File: src/rtl/rename_pkg.sv
// Shared rename types: map entries, checkpoint ids and the per-lane bypass request/result.
package rename_pkg;

  localparam int unsigned ARCH_REGS = 32;
  localparam int unsigned PHYS_REGS = 64;
  localparam int unsigned RENAME_W  = 2;
  localparam int unsigned NUM_CKPT  = 4;

  localparam int unsigned PHYS_W = $clog2(PHYS_REGS);
  localparam int unsigned ARCH_W = $clog2(ARCH_REGS);
  localparam int unsigned CKPT_W = $clog2(NUM_CKPT);
  localparam int unsigned LANE_W = (RENAME_W > 1) ? $clog2(RENAME_W) : 1;

  typedef logic [PHYS_W-1:0] phys_t;
  typedef logic [ARCH_W-1:0] arch_t;
  typedef logic [CKPT_W-1:0] ckpt_id_t;
  typedef logic [CKPT_W:0]   ckpt_cnt_t;
  typedef phys_t [ARCH_REGS-1:0] rat_map_t;

  typedef struct packed {
    logic  wr;
    arch_t rd;
    phys_t pd;
  } lane_wr_t;

  typedef struct packed {
    lane_wr_t [RENAME_W-1:0] wr;
    arch_t                   rs1;
    arch_t                   rs2;
    arch_t                   rd;
  } bypass_req_t;

  typedef struct packed {
    phys_t rs1;
    phys_t rs2;
    phys_t rd_old;
  } bypass_res_t;

  function automatic rat_map_t identity_map();
    rat_map_t m;
    for (int i = 0; i < int'(ARCH_REGS); i++) begin
      m[i] = phys_t'(i);
    end
    return m;
  endfunction

endpackage

File: src/rtl/rat_ckpt_if.sv
// Rename, checkpoint, commit and flush signals between the frontend and the rename map.
interface rat_ckpt_if;
  import rename_pkg::*;

  arch_t [RENAME_W-1:0] rs1_arch;
  arch_t [RENAME_W-1:0] rs2_arch;
  arch_t [RENAME_W-1:0] rd_arch;
  logic  [RENAME_W-1:0] rename_valid;
  logic  [RENAME_W-1:0] rename_uses_rd;
  phys_t [RENAME_W-1:0] rename_pd_new;
  phys_t [RENAME_W-1:0] rs1_phys;
  phys_t [RENAME_W-1:0] rs2_phys;
  phys_t [RENAME_W-1:0] rd_old_phys;

  logic              ckpt_alloc_valid;
  logic [LANE_W-1:0] ckpt_lane;
  logic              ckpt_alloc_ready;
  ckpt_id_t          ckpt_alloc_id;
  logic              ckpt_free_valid;
  logic              ckpt_restore_valid;
  ckpt_id_t          ckpt_restore_id;
  ckpt_cnt_t         ckpt_count;

  logic  [RENAME_W-1:0] commit_valid;
  arch_t [RENAME_W-1:0] commit_rd_arch;
  phys_t [RENAME_W-1:0] commit_pd;
  logic                 flush_valid;

  modport master (
    output rs1_arch, rs2_arch, rd_arch, rename_valid, rename_uses_rd, rename_pd_new,
    output ckpt_alloc_valid, ckpt_lane, ckpt_free_valid, ckpt_restore_valid, ckpt_restore_id,
    output commit_valid, commit_rd_arch, commit_pd, flush_valid,
    input  rs1_phys, rs2_phys, rd_old_phys, ckpt_alloc_ready, ckpt_alloc_id, ckpt_count
  );

  modport slave (
    input  rs1_arch, rs2_arch, rd_arch, rename_valid, rename_uses_rd, rename_pd_new,
    input  ckpt_alloc_valid, ckpt_lane, ckpt_free_valid, ckpt_restore_valid, ckpt_restore_id,
    input  commit_valid, commit_rd_arch, commit_pd, flush_valid,
    output rs1_phys, rs2_phys, rd_old_phys, ckpt_alloc_ready, ckpt_alloc_id, ckpt_count
  );

endinterface

File: src/rtl/rat_bypass.sv
// Source and rd_old lookup for one rename lane, forwarding from older lanes of the same group.
module rat_bypass
  import rename_pkg::*;
#(
  parameter int unsigned Lane = 0
) (
  input  rat_map_t    spec_rat,
  input  bypass_req_t req,
  output bypass_res_t res
);

  // Younger older-lane matches overwrite earlier ones, so the highest lane below us wins.
  function automatic phys_t resolve(rat_map_t m, lane_wr_t [RENAME_W-1:0] wr, arch_t src);
    phys_t p;
    p = m[src];
    for (int j = 0; j < int'(Lane); j++) begin
      if (wr[j].wr && (wr[j].rd == src)) p = wr[j].pd;
    end
    if (src == '0) p = '0;
    return p;
  endfunction

  always_comb begin
    res        = '0;
    res.rs1    = resolve(spec_rat, req.wr, req.rs1);
    res.rs2    = resolve(spec_rat, req.wr, req.rs2);
    res.rd_old = resolve(spec_rat, req.wr, req.rd);
  end

endmodule

File: src/rtl/rat_ckpt.sv
// Multi-lane register alias table with a circular queue of branch snapshots and a
// retire-updated committed map used to recover precise state on flush.
module rat_ckpt
  import rename_pkg::*;
(
  input logic       clk,
  input logic       rst_n,
  rat_ckpt_if.slave bus
);

  rat_map_t  spec_rat_q, spec_rat_d;
  rat_map_t  arch_rat_q;
  rat_map_t  ckpt_q [NUM_CKPT];
  ckpt_id_t  head_q, head_d;
  ckpt_id_t  tail_q, tail_d;
  ckpt_cnt_t count_q, count_d;

  rat_map_t  rename_map;
  rat_map_t  ckpt_map;
  rat_map_t  commit_map;
  lane_wr_t [RENAME_W-1:0] lane_wr;
  logic      alloc_ok;
  logic      free_ok;
  logic      ckpt_wr;

  always_comb begin
    for (int i = 0; i < int'(RENAME_W); i++) begin
      lane_wr[i].wr = bus.rename_valid[i] & bus.rename_uses_rd[i];
      lane_wr[i].rd = bus.rd_arch[i];
      lane_wr[i].pd = bus.rename_pd_new[i];
    end
  end

  for (genvar g = 0; g < int'(RENAME_W); g++) begin : g_lane
    bypass_req_t req;
    bypass_res_t res;

    assign req.wr  = lane_wr;
    assign req.rs1 = bus.rs1_arch[g];
    assign req.rs2 = bus.rs2_arch[g];
    assign req.rd  = bus.rd_arch[g];

    rat_bypass #(
      .Lane(g)
    ) u_bypass (
      .spec_rat(spec_rat_q),
      .req     (req),
      .res     (res)
    );

    assign bus.rs1_phys[g]    = res.rs1;
    assign bus.rs2_phys[g]    = res.rs2;
    assign bus.rd_old_phys[g] = res.rd_old;
  end

  // Lanes are applied in order so the highest lane wins a shared rd.
  always_comb begin
    rename_map = spec_rat_q;
    ckpt_map   = spec_rat_q;
    for (int i = 0; i < int'(RENAME_W); i++) begin
      if (lane_wr[i].wr && (lane_wr[i].rd != '0)) begin
        rename_map[lane_wr[i].rd] = lane_wr[i].pd;
        if (i <= int'(bus.ckpt_lane)) ckpt_map[lane_wr[i].rd] = lane_wr[i].pd;
      end
    end
  end

  always_comb begin
    commit_map = arch_rat_q;
    for (int i = 0; i < int'(RENAME_W); i++) begin
      if (bus.commit_valid[i] && (bus.commit_rd_arch[i] != '0)) begin
        commit_map[bus.commit_rd_arch[i]] = bus.commit_pd[i];
      end
    end
  end

  assign bus.ckpt_alloc_ready = (count_q < ckpt_cnt_t'(NUM_CKPT));
  assign bus.ckpt_alloc_id    = tail_q;
  assign bus.ckpt_count       = count_q;

  assign alloc_ok = bus.ckpt_alloc_valid && bus.ckpt_alloc_ready;
  assign free_ok  = bus.ckpt_free_valid && (count_q != '0);
  assign ckpt_wr  = alloc_ok && !bus.flush_valid && !bus.ckpt_restore_valid;

  always_comb begin
    spec_rat_d = rename_map;
    head_d     = head_q;
    tail_d     = tail_q;
    count_d    = count_q;
    if (bus.flush_valid) begin
      spec_rat_d = commit_map;
      head_d     = '0;
      tail_d     = '0;
      count_d    = '0;
    end else if (bus.ckpt_restore_valid) begin
      // Everything younger than the restored slot is discarded; the slot itself stays live.
      spec_rat_d = ckpt_q[bus.ckpt_restore_id];
      tail_d     = bus.ckpt_restore_id + ckpt_id_t'(1);
      head_d     = head_q + ckpt_id_t'(free_ok);
      count_d    = ckpt_cnt_t'(ckpt_id_t'(bus.ckpt_restore_id - head_q)) + ckpt_cnt_t'(1)
                   - ckpt_cnt_t'(free_ok);
    end else begin
      tail_d  = tail_q + ckpt_id_t'(alloc_ok);
      head_d  = head_q + ckpt_id_t'(free_ok);
      count_d = count_q + ckpt_cnt_t'(alloc_ok) - ckpt_cnt_t'(free_ok);
    end
  end

  always_ff @(posedge clk) begin
    if (!rst_n) begin
      spec_rat_q <= identity_map();
      arch_rat_q <= identity_map();
      head_q     <= '0;
      tail_q     <= '0;
      count_q    <= '0;
    end else begin
      spec_rat_q <= spec_rat_d;
      arch_rat_q <= commit_map;
      head_q     <= head_d;
      tail_q     <= tail_d;
      count_q    <= count_d;
    end
  end

  // Snapshot storage carries no reset; only live slots are ever restored.
  always_ff @(posedge clk) begin
    if (rst_n && ckpt_wr) ckpt_q[tail_q] <= ckpt_map;
  end

endmodule

File: src/flat_wrapper.sv
// flat-port wrapper written by rule: the top's interface ports become plain ports
module rat_ckpt_flat import rename_pkg::*;
  (clk, rst_n, bus_rs1_arch, bus_rs2_arch, bus_rd_arch, bus_rename_valid, bus_rename_uses_rd, bus_rename_pd_new, bus_ckpt_alloc_valid, bus_ckpt_lane, bus_ckpt_free_valid, bus_ckpt_restore_valid, bus_ckpt_restore_id, bus_commit_valid, bus_commit_rd_arch, bus_commit_pd, bus_flush_valid, bus_rs1_phys, bus_rs2_phys, bus_rd_old_phys, bus_ckpt_alloc_ready, bus_ckpt_alloc_id, bus_ckpt_count);
  rat_ckpt_if bus_i ();
  input logic clk;
  input logic rst_n;
  input wire logic [$bits(bus_i.rs1_arch)-1:0] bus_rs1_arch;
  input wire logic [$bits(bus_i.rs2_arch)-1:0] bus_rs2_arch;
  input wire logic [$bits(bus_i.rd_arch)-1:0] bus_rd_arch;
  input wire logic [$bits(bus_i.rename_valid)-1:0] bus_rename_valid;
  input wire logic [$bits(bus_i.rename_uses_rd)-1:0] bus_rename_uses_rd;
  input wire logic [$bits(bus_i.rename_pd_new)-1:0] bus_rename_pd_new;
  input wire logic [$bits(bus_i.ckpt_alloc_valid)-1:0] bus_ckpt_alloc_valid;
  input wire logic [$bits(bus_i.ckpt_lane)-1:0] bus_ckpt_lane;
  input wire logic [$bits(bus_i.ckpt_free_valid)-1:0] bus_ckpt_free_valid;
  input wire logic [$bits(bus_i.ckpt_restore_valid)-1:0] bus_ckpt_restore_valid;
  input wire logic [$bits(bus_i.ckpt_restore_id)-1:0] bus_ckpt_restore_id;
  input wire logic [$bits(bus_i.commit_valid)-1:0] bus_commit_valid;
  input wire logic [$bits(bus_i.commit_rd_arch)-1:0] bus_commit_rd_arch;
  input wire logic [$bits(bus_i.commit_pd)-1:0] bus_commit_pd;
  input wire logic [$bits(bus_i.flush_valid)-1:0] bus_flush_valid;
  output wire logic [$bits(bus_i.rs1_phys)-1:0] bus_rs1_phys;
  output wire logic [$bits(bus_i.rs2_phys)-1:0] bus_rs2_phys;
  output wire logic [$bits(bus_i.rd_old_phys)-1:0] bus_rd_old_phys;
  output wire logic [$bits(bus_i.ckpt_alloc_ready)-1:0] bus_ckpt_alloc_ready;
  output wire logic [$bits(bus_i.ckpt_alloc_id)-1:0] bus_ckpt_alloc_id;
  output wire logic [$bits(bus_i.ckpt_count)-1:0] bus_ckpt_count;
  assign bus_i.rs1_arch = bus_rs1_arch;
  assign bus_i.rs2_arch = bus_rs2_arch;
  assign bus_i.rd_arch = bus_rd_arch;
  assign bus_i.rename_valid = bus_rename_valid;
  assign bus_i.rename_uses_rd = bus_rename_uses_rd;
  assign bus_i.rename_pd_new = bus_rename_pd_new;
  assign bus_i.ckpt_alloc_valid = bus_ckpt_alloc_valid;
  assign bus_i.ckpt_lane = bus_ckpt_lane;
  assign bus_i.ckpt_free_valid = bus_ckpt_free_valid;
  assign bus_i.ckpt_restore_valid = bus_ckpt_restore_valid;
  assign bus_i.ckpt_restore_id = bus_ckpt_restore_id;
  assign bus_i.commit_valid = bus_commit_valid;
  assign bus_i.commit_rd_arch = bus_commit_rd_arch;
  assign bus_i.commit_pd = bus_commit_pd;
  assign bus_i.flush_valid = bus_flush_valid;
  assign bus_rs1_phys = bus_i.rs1_phys;
  assign bus_rs2_phys = bus_i.rs2_phys;
  assign bus_rd_old_phys = bus_i.rd_old_phys;
  assign bus_ckpt_alloc_ready = bus_i.ckpt_alloc_ready;
  assign bus_ckpt_alloc_id = bus_i.ckpt_alloc_id;
  assign bus_ckpt_count = bus_i.ckpt_count;
  rat_ckpt u_core (.clk(clk), .rst_n(rst_n), .bus(bus_i));
endmodule
File: config.mk
export PLATFORM = sky130hd
export DESIGN_NAME = rat_ckpt_flat
export DESIGN_NICKNAME = d
export VERILOG_FILES = /design/src/rtl/rename_pkg.sv /design/src/rtl/rat_ckpt_if.sv /design/src/rtl/rat_bypass.sv /design/src/rtl/rat_ckpt.sv /design/src/flat_wrapper.sv
export SDC_FILE = /design/constraint.sdc
export NUM_CORES = 2
export LEC_CHECK = 0
export ABC_AREA = 1
export CAP_MARGIN = 20
export CORE_UTILIZATION = 35
export DETAILED_ROUTE_END_ITERATION = 8
export HOLD_SLACK_MARGIN = 0.06
export PLACE_DENSITY_LB_ADDON = 0.25
export SLEW_MARGIN = 20
export SYNTH_ARGS = -nofsm -noshare
export SYNTH_HDL_FRONTEND = slang
export SYNTH_SLANG_ARGS = --single-unit
File: constraint.sdc
create_clock -name clk -period 58.5 [get_ports clk]
set_clock_uncertainty 0.1 [all_clocks]
set_input_delay 11.7 -clock clk [delete_from_list [all_inputs] [get_ports clk]]
set_output_delay 11.7 -clock clk [all_outputs]
set_load 0.005 [all_outputs]
# Yosys cells after proc, flatten, opt, wreduce, memory -nomap -nowiden
# Memory sizes are Yosys's and may differ from the RTL's.
# Cells that the tools add are included.
[op_classes] n_lt_le_gt_ge=14 eq_ne=3 addsub=8 n_reduce_logical=30 n_mux=45 bitwise=3
[op_table] cell="192-bit 2-to-1 mux" count=8
[op_table] cell="192-bit bitwise mux" count=4
[op_table] cell="6-bit binary-select mux with 5-bit select" count=6
[op_table] cell="6-bit demux with 5-bit select" count=4
[op_table] cell="6-bit 2-to-1 mux" count=19
[op_table] cell="5-bit by 6-bit < comparator with 1-bit output (second input constant)" count=8
[op_table] cell="5-bit zero test" count=6
[op_table] cell="5-bit by 1-bit >= comparator with 1-bit output (second input constant)" count=4
[op_table] cell="5-bit nonzero test" count=4
[op_table] cell="1-bit logical AND" count=16
[op_table] cell="5-bit == test" count=3
[op_table] cell="3-bit by 1-bit subtractor with 3-bit output" count=2
[op_table] cell="2-bit by 1-bit adder with 2-bit output" count=2
[op_table] cell="2-bit by 1-bit adder with 3-bit output (second input constant)" count=1
[op_table] cell="3-bit by 1-bit adder with 3-bit output" count=1
[op_table] cell="3-bit < comparator (second input constant)" count=1
[op_table] cell="3-bit 2-to-1 mux" count=1
[op_table] cell="3-bit nonzero test" count=1
[op_table] cell="2-bit by 1-bit adder with 2-bit output (second input constant)" count=1
[op_table] cell="1-bit bitwise AND" count=2
[op_table] cell="1-bit zero test" count=2
[op_table] cell="1-bit 2-to-1 mux" count=2
[op_table] cell="2-bit 2-to-1 mux" count=1
[op_table] cell="2-bit OR reduction" count=1
[op_table] cell="3 further kinds" count=3
[word_totals] ff_bits=391 in_bits=79 out_inout_bits=42 mem_count=1 word_cells=171 mem_bits_rw=768
[mem_list] memory="u_core.ckpt_q" depth=4 width=192 rd=1 rd_ports_with_merged_regs=0 write_ports=1 line_no="rat_ckpt.sv:13" rtl="rat_map_t ckpt_q [NUM_CKPT];"

# Depth between registers and ports, before layout
[depth] word_depth=10 mapped_depth=14 mapped_depth_nobuf=12

# Modules after synthesis
# Synthesis repeated with hierarchy kept, for this count alone.
[hier_totals] hier_cells=10055 hier_area_um2=70288.7
[modules_own_cells] mod="rat_ckpt" seq_area_each_um2=30889.6 area_each_um2=57851.7 cells_per_inst=7247 instances=1
[modules_own_cells] mod="rat_bypass at u_core.g_lane[1].u_bypass" seq_area_each_um2=0.0 area_each_um2=6348.6 cells_per_inst=1420 instances=1
[modules_own_cells] mod="rat_bypass at u_core.g_lane[0].u_bypass" seq_area_each_um2=0.0 area_each_um2=6088.3 cells_per_inst=1388 instances=1

# Worst setup path after synthesis
# Ideal clock, no wire load.
[synth_path] path_kind="input -> register" start="input port bus_ckpt_restore_valid" end="memory u_core.ckpt_q[2][0] (netlist bit) (enable)" arrival_ns=25.614 stages=7 required_ns=57.419 path_slack_ns=31.805 path_cell_list="clkbuf_1 inv_2 buf_2 buf_2 buf_2 nand3_1 nor3_1"
[synth_between] elab_chain_len=5
[synth_rtl] item="start: declaration" line_no="flat_wrapper.sv:16" rtl="input wire logic [$bits(bus_i.ckpt_restore_valid)-1:0] bus_ckpt_restore_valid;"
[synth_rtl] item="1-bit zero test" line_no="rat_ckpt.sv:83" rtl="assign ckpt_wr = alloc_ok && !bus.flush_valid && !bus.ckpt_restore_valid;"
[synth_rtl] item="1-bit logical AND" line_no="rat_ckpt.sv:83"
[synth_rtl] item="1-bit logical AND" line_no="rat_ckpt.sv:127" rtl="if (rst_n && ckpt_wr) ckpt_q[tail_q] <= ckpt_map;"
[synth_rtl] item="1-bit 2-to-1 mux" line_no="rat_ckpt.sv:127"
[synth_rtl] item="1-bit 2-to-1 mux (implied by the code)" line_no="rat_ckpt.sv:127"
[synth_rtl] item="end: declaration" line_no="rat_ckpt.sv:13"
# Every way passes these cells.

# Worst setup path after layout
[layout_path] start="input port bus_rs1_arch[7]" end="output port bus_rs1_phys[8]"
[layout_between] elab_chain_len=4 word_cells_on_any_way=7
[layout_rtl] item="start: declaration" line_no="flat_wrapper.sv:7" rtl="input wire logic [$bits(bus_i.rs1_arch)-1:0] bus_rs1_arch;"
[layout_rtl] item="6-bit binary-select mux with 5-bit select / 5-bit == test (equally long branches)" line_no="rat_bypass.sv:15, rat_bypass.sv:17"
[layout_rtl] item="6-bit 2-to-1 mux (implied by the code) / 1-bit logical AND (equally long branches)" line_no="rat_bypass.sv:15, rat_bypass.sv:17"
[layout_rtl] item="6-bit 2-to-1 mux" line_no="rat_bypass.sv:17" rtl="if (wr[j].wr && (wr[j].rd == src)) p = wr[j].pd;"
[layout_rtl] item="6-bit 2-to-1 mux *" line_no="rat_bypass.sv:19" rtl="if (src == '0) p = '0;"
[layout_rtl] item="end: declaration" line_no="flat_wrapper.sv:22" rtl="output wire logic [$bits(bus_i.rs1_phys)-1:0] bus_rs1_phys;"
# Mark *: on every way between the ends. The rest lies on a longest branch, timed or not. The select of a mux whose other input is x is not followed.

==> summary.md <==
| Metric | Value |
|---|---|
| Max-capacitance violation count | 0 |
| Unrepaired setup endpoints after global routing | no |
| Hold_buf cts | 0 |
| Vias post-DR | 70218 |
| Relative slew slack | 17.7% |
| Die Wd | 440 µm |
| Status | finished, final reports clean |
| Total CTS buffers | 135 |
| Synth-to-layout area growth | 11.3% |
| Setup tns final | 0 ns |
| CP Cell Sequence | clkdlybuf4s50_1 -> buf_4 -> clkinv_1 -> nor2_1 -> nand2_1 -> a21oi_1 -> nor2_1 -> nand2_1 -> nand3_1 -> a21boi_1 -> clkdlybuf4s50_1 |
| Most common cell in the netlist | nand2_1 |
| Port Buf Inserts | 120 |
| Initial antenna violation count | 29 |
| Crit path DAT | 16.14 ns |
| Gr usage total | 37.3% |
| Hold Vio Cnt, Final | 0 |
| CTS root buffer | clkbuf_16 |
| Final-layout fill cell count | 19571 |
| Post-CTS Setup Bufs | 0 |
| Top delay family on crit path | buffers and inverters |
| Pre-antenna DRT Iters | 6 |
| Crit-path max FO | 19 |
| Critical-path top delay cell | a21boi_1 |
| Max Transition Viols Final | 0 |
| Via/cell ratio | 6.06 |
| Cells after Synth | 9180 |
| EDFF count, synth | 768 |
| Number of global-route vias before repair | 62070 |
| #FFs+latches synth | 1159 |
| Initial drt markers | 9773 |
| Largest net degree at the start of global routing | 128 |
| Syn Area/Cell | 7.31 µm² |
| Syn nets | 9266 |
| Post-synth top area cell | edfxtp_1 |
| Antenna Nets Post-Route | 0 |
| Initial Util | 35.3% |
| Resized Gates After CTS | 0 |
| Worst-path clk slew | 0.05 ns |
| Layout cell share with drive strength beyond 1 | 5.30% |
| H-tree levels | 4 |
| Tmin final | 27.94 ns |
| Core area | 190000 µm² |
| Critical path's largest stage delay | 0.86 ns |
| FP Rows | 160 |
| Post-synth top cells | nand2_1, o21ai_0, nand3_1, edfxtp_1, inv_1 |
| Power Density | 28.6 nW/µm² |
| Residual DRC | 0 |
| Yosys cell types | 46 |
| Die height | 440 µm |
| Final period utilization | 47.8% |
| GP Congestion | 1.08 |
| Required @ worst endpoint | 46.70 ns |
| Placed cell areas | 70200 µm² |
| Design Area, Final | 74700 µm² |
| Multi-input logic area | 30600 µm² |
| Main flop type after synthesis | edfxtp_1 |
| Post-synth top area share | 34.4% |
| Total clock sinks | 1159 |
| Die ar. | 193000 µm² |
| Max Clock Freq | 35.8 MHz |
| DP HPWL | 257000 µm |
| Area contributors post-synth | edfxtp_1, nand2_1, dfxtp_1 |
| Synth warnings | 0 |
| # setup viols final | 0 |
| Register area share after synthesis | 46.0% |
| Startpoint types | primary input |
| # IOs | 121 |
| Register area | 30900 µm² |
| Pleak | 31.3 nW |
| First-pass GRT wire length | 504000 µm |
| Worst-margin pin slew | 1.23 ns |
| CP bufs+invs | 4 |
| Worst min-delay path class | register to register |
| Nets | 9034 |
| CTS tree | done |
| Detailed Route WL | 372000 µm |
| Ys async rst share | 0% |
| GR Overflow Total | 0 |
| Finished Core Util | 39.2% |
| Max clock buf depth | 3 |
| Drt wl/cell | 32.1 µm |
| Cell Area, Synth | 67100 µm² |
| Crit path kind | primary input to output port |
| Maximum VDD drop | 0.0257 mV |
| Clock latency on the worst-skew pair | 0.84 ns |
| Setup crit end kind | output port |
## report_power, final
| part | switching [mW] | total [mW] | internal, mW |
|---|---|---|---|
| registers | 0.0298 | 0.924 | 0.894 |
| clock network | 0.360 | 0.862 | 0.502 |
| logic | 0.267 | 0.352 | 0.0850 |
| total | 0.657 | 2.14 | 1.48 |
## worst min-delay path, cell delays in order, from the launching register on
cell	delay, ns
dfxtp_1	0.30
nand2_1	0.06
inv_1	0.05
## sequential cells by signal, indices dropped and copies added, names as in the netlist
name	cells
u_core.bus.ckpt_alloc_id	2
u_core.spec_rat_q	192
u_core.head_q	2
u_core.bus.ckpt_count	3
u_core.ckpt_q	768
u_core.arch_rat_q	192
## path summary, 6_finish.rpt
path,start,endpoint,slack (ns),depth (start not counted)
min,u_core.arch_rat_q[3],u_core.arch_rat_q[3],0.33,2
max reg2reg,u_core.bus.ckpt_count[2],u_core.ckpt_q[3][12],54.60,6
min reg2reg,u_core.arch_rat_q[3],u_core.arch_rat_q[3],0.33,2
max,bus_rs1_arch[7],bus_rs1_phys[8],30.56,11
## cell usage in the layout, fill, tap and decap left out, drive strengths merged, types with 102 or more instances in the layout
cell,n
nand2,2466
o21ai,1324
nand3,781
inv,770
edfxtp,768
nor2,702
a21oi,542
dfxtp,391
o22ai,332
clkbuf,199
buf,197
o211ai,191
clkdlybuf4s50,102
## logic make-up (layout without fill, tap and decap cells)
group | Yosys count | after routing | share of synthesized area [%]
AO/OA/AOI/OAI | 2497 | 2497 | 20.4
XOR/XNOR | 6 | 6 | 0.0783
adder cells (fa/ha/maj) | 7 | 7 | 0.142
buffers and inverters | 1453 | 1336 | 8.44
flip-flops | 1159 | 1159 | 46.0
multiplexers | 47 | 47 | 0.701
other | 0 | 11 | 0
AND/OR/NAND/NOR | 4011 | 4011 | 24.3
## through the flow
stage	hold slack [ns]	total power, mW	setup slack (ns)	std cells
6_report	0.334	2.14	30.56	11585
5_1_grt	0.372	2.19	30.64	11579
4_1_cts	0.335	2.13	30.73	11573
3_5_place_dp	0.322	1.27	30.74	11321
3_3_place_gp	0.312	1.27	30.76	11321
2_1_floorplan	0.304	1.11	31.81	9180
## routing by layer
layer  wire, µm  GRT usage, %
met5        145             0
met4      29600          25.5
met3      38500          8.85
met2     158000          55.3
met1     146000          47.9
## cell type report
| type | instances | area share, % |
|---|---|---|
| diodes | 11 | 0.0368 |
| clock buffers | 199 | 5.16 |
| clock inverters | 53 | 0.849 |
| inverters | 785 | 3.99 |
| multi-input cells | 6568 | 41.0 |
| flip-flops and latches | 1159 | 41.4 |
| well taps | 2511 | 4.21 |
| repair buffers | 299 | 3.44 |
(Power assumes the default switching activity.)
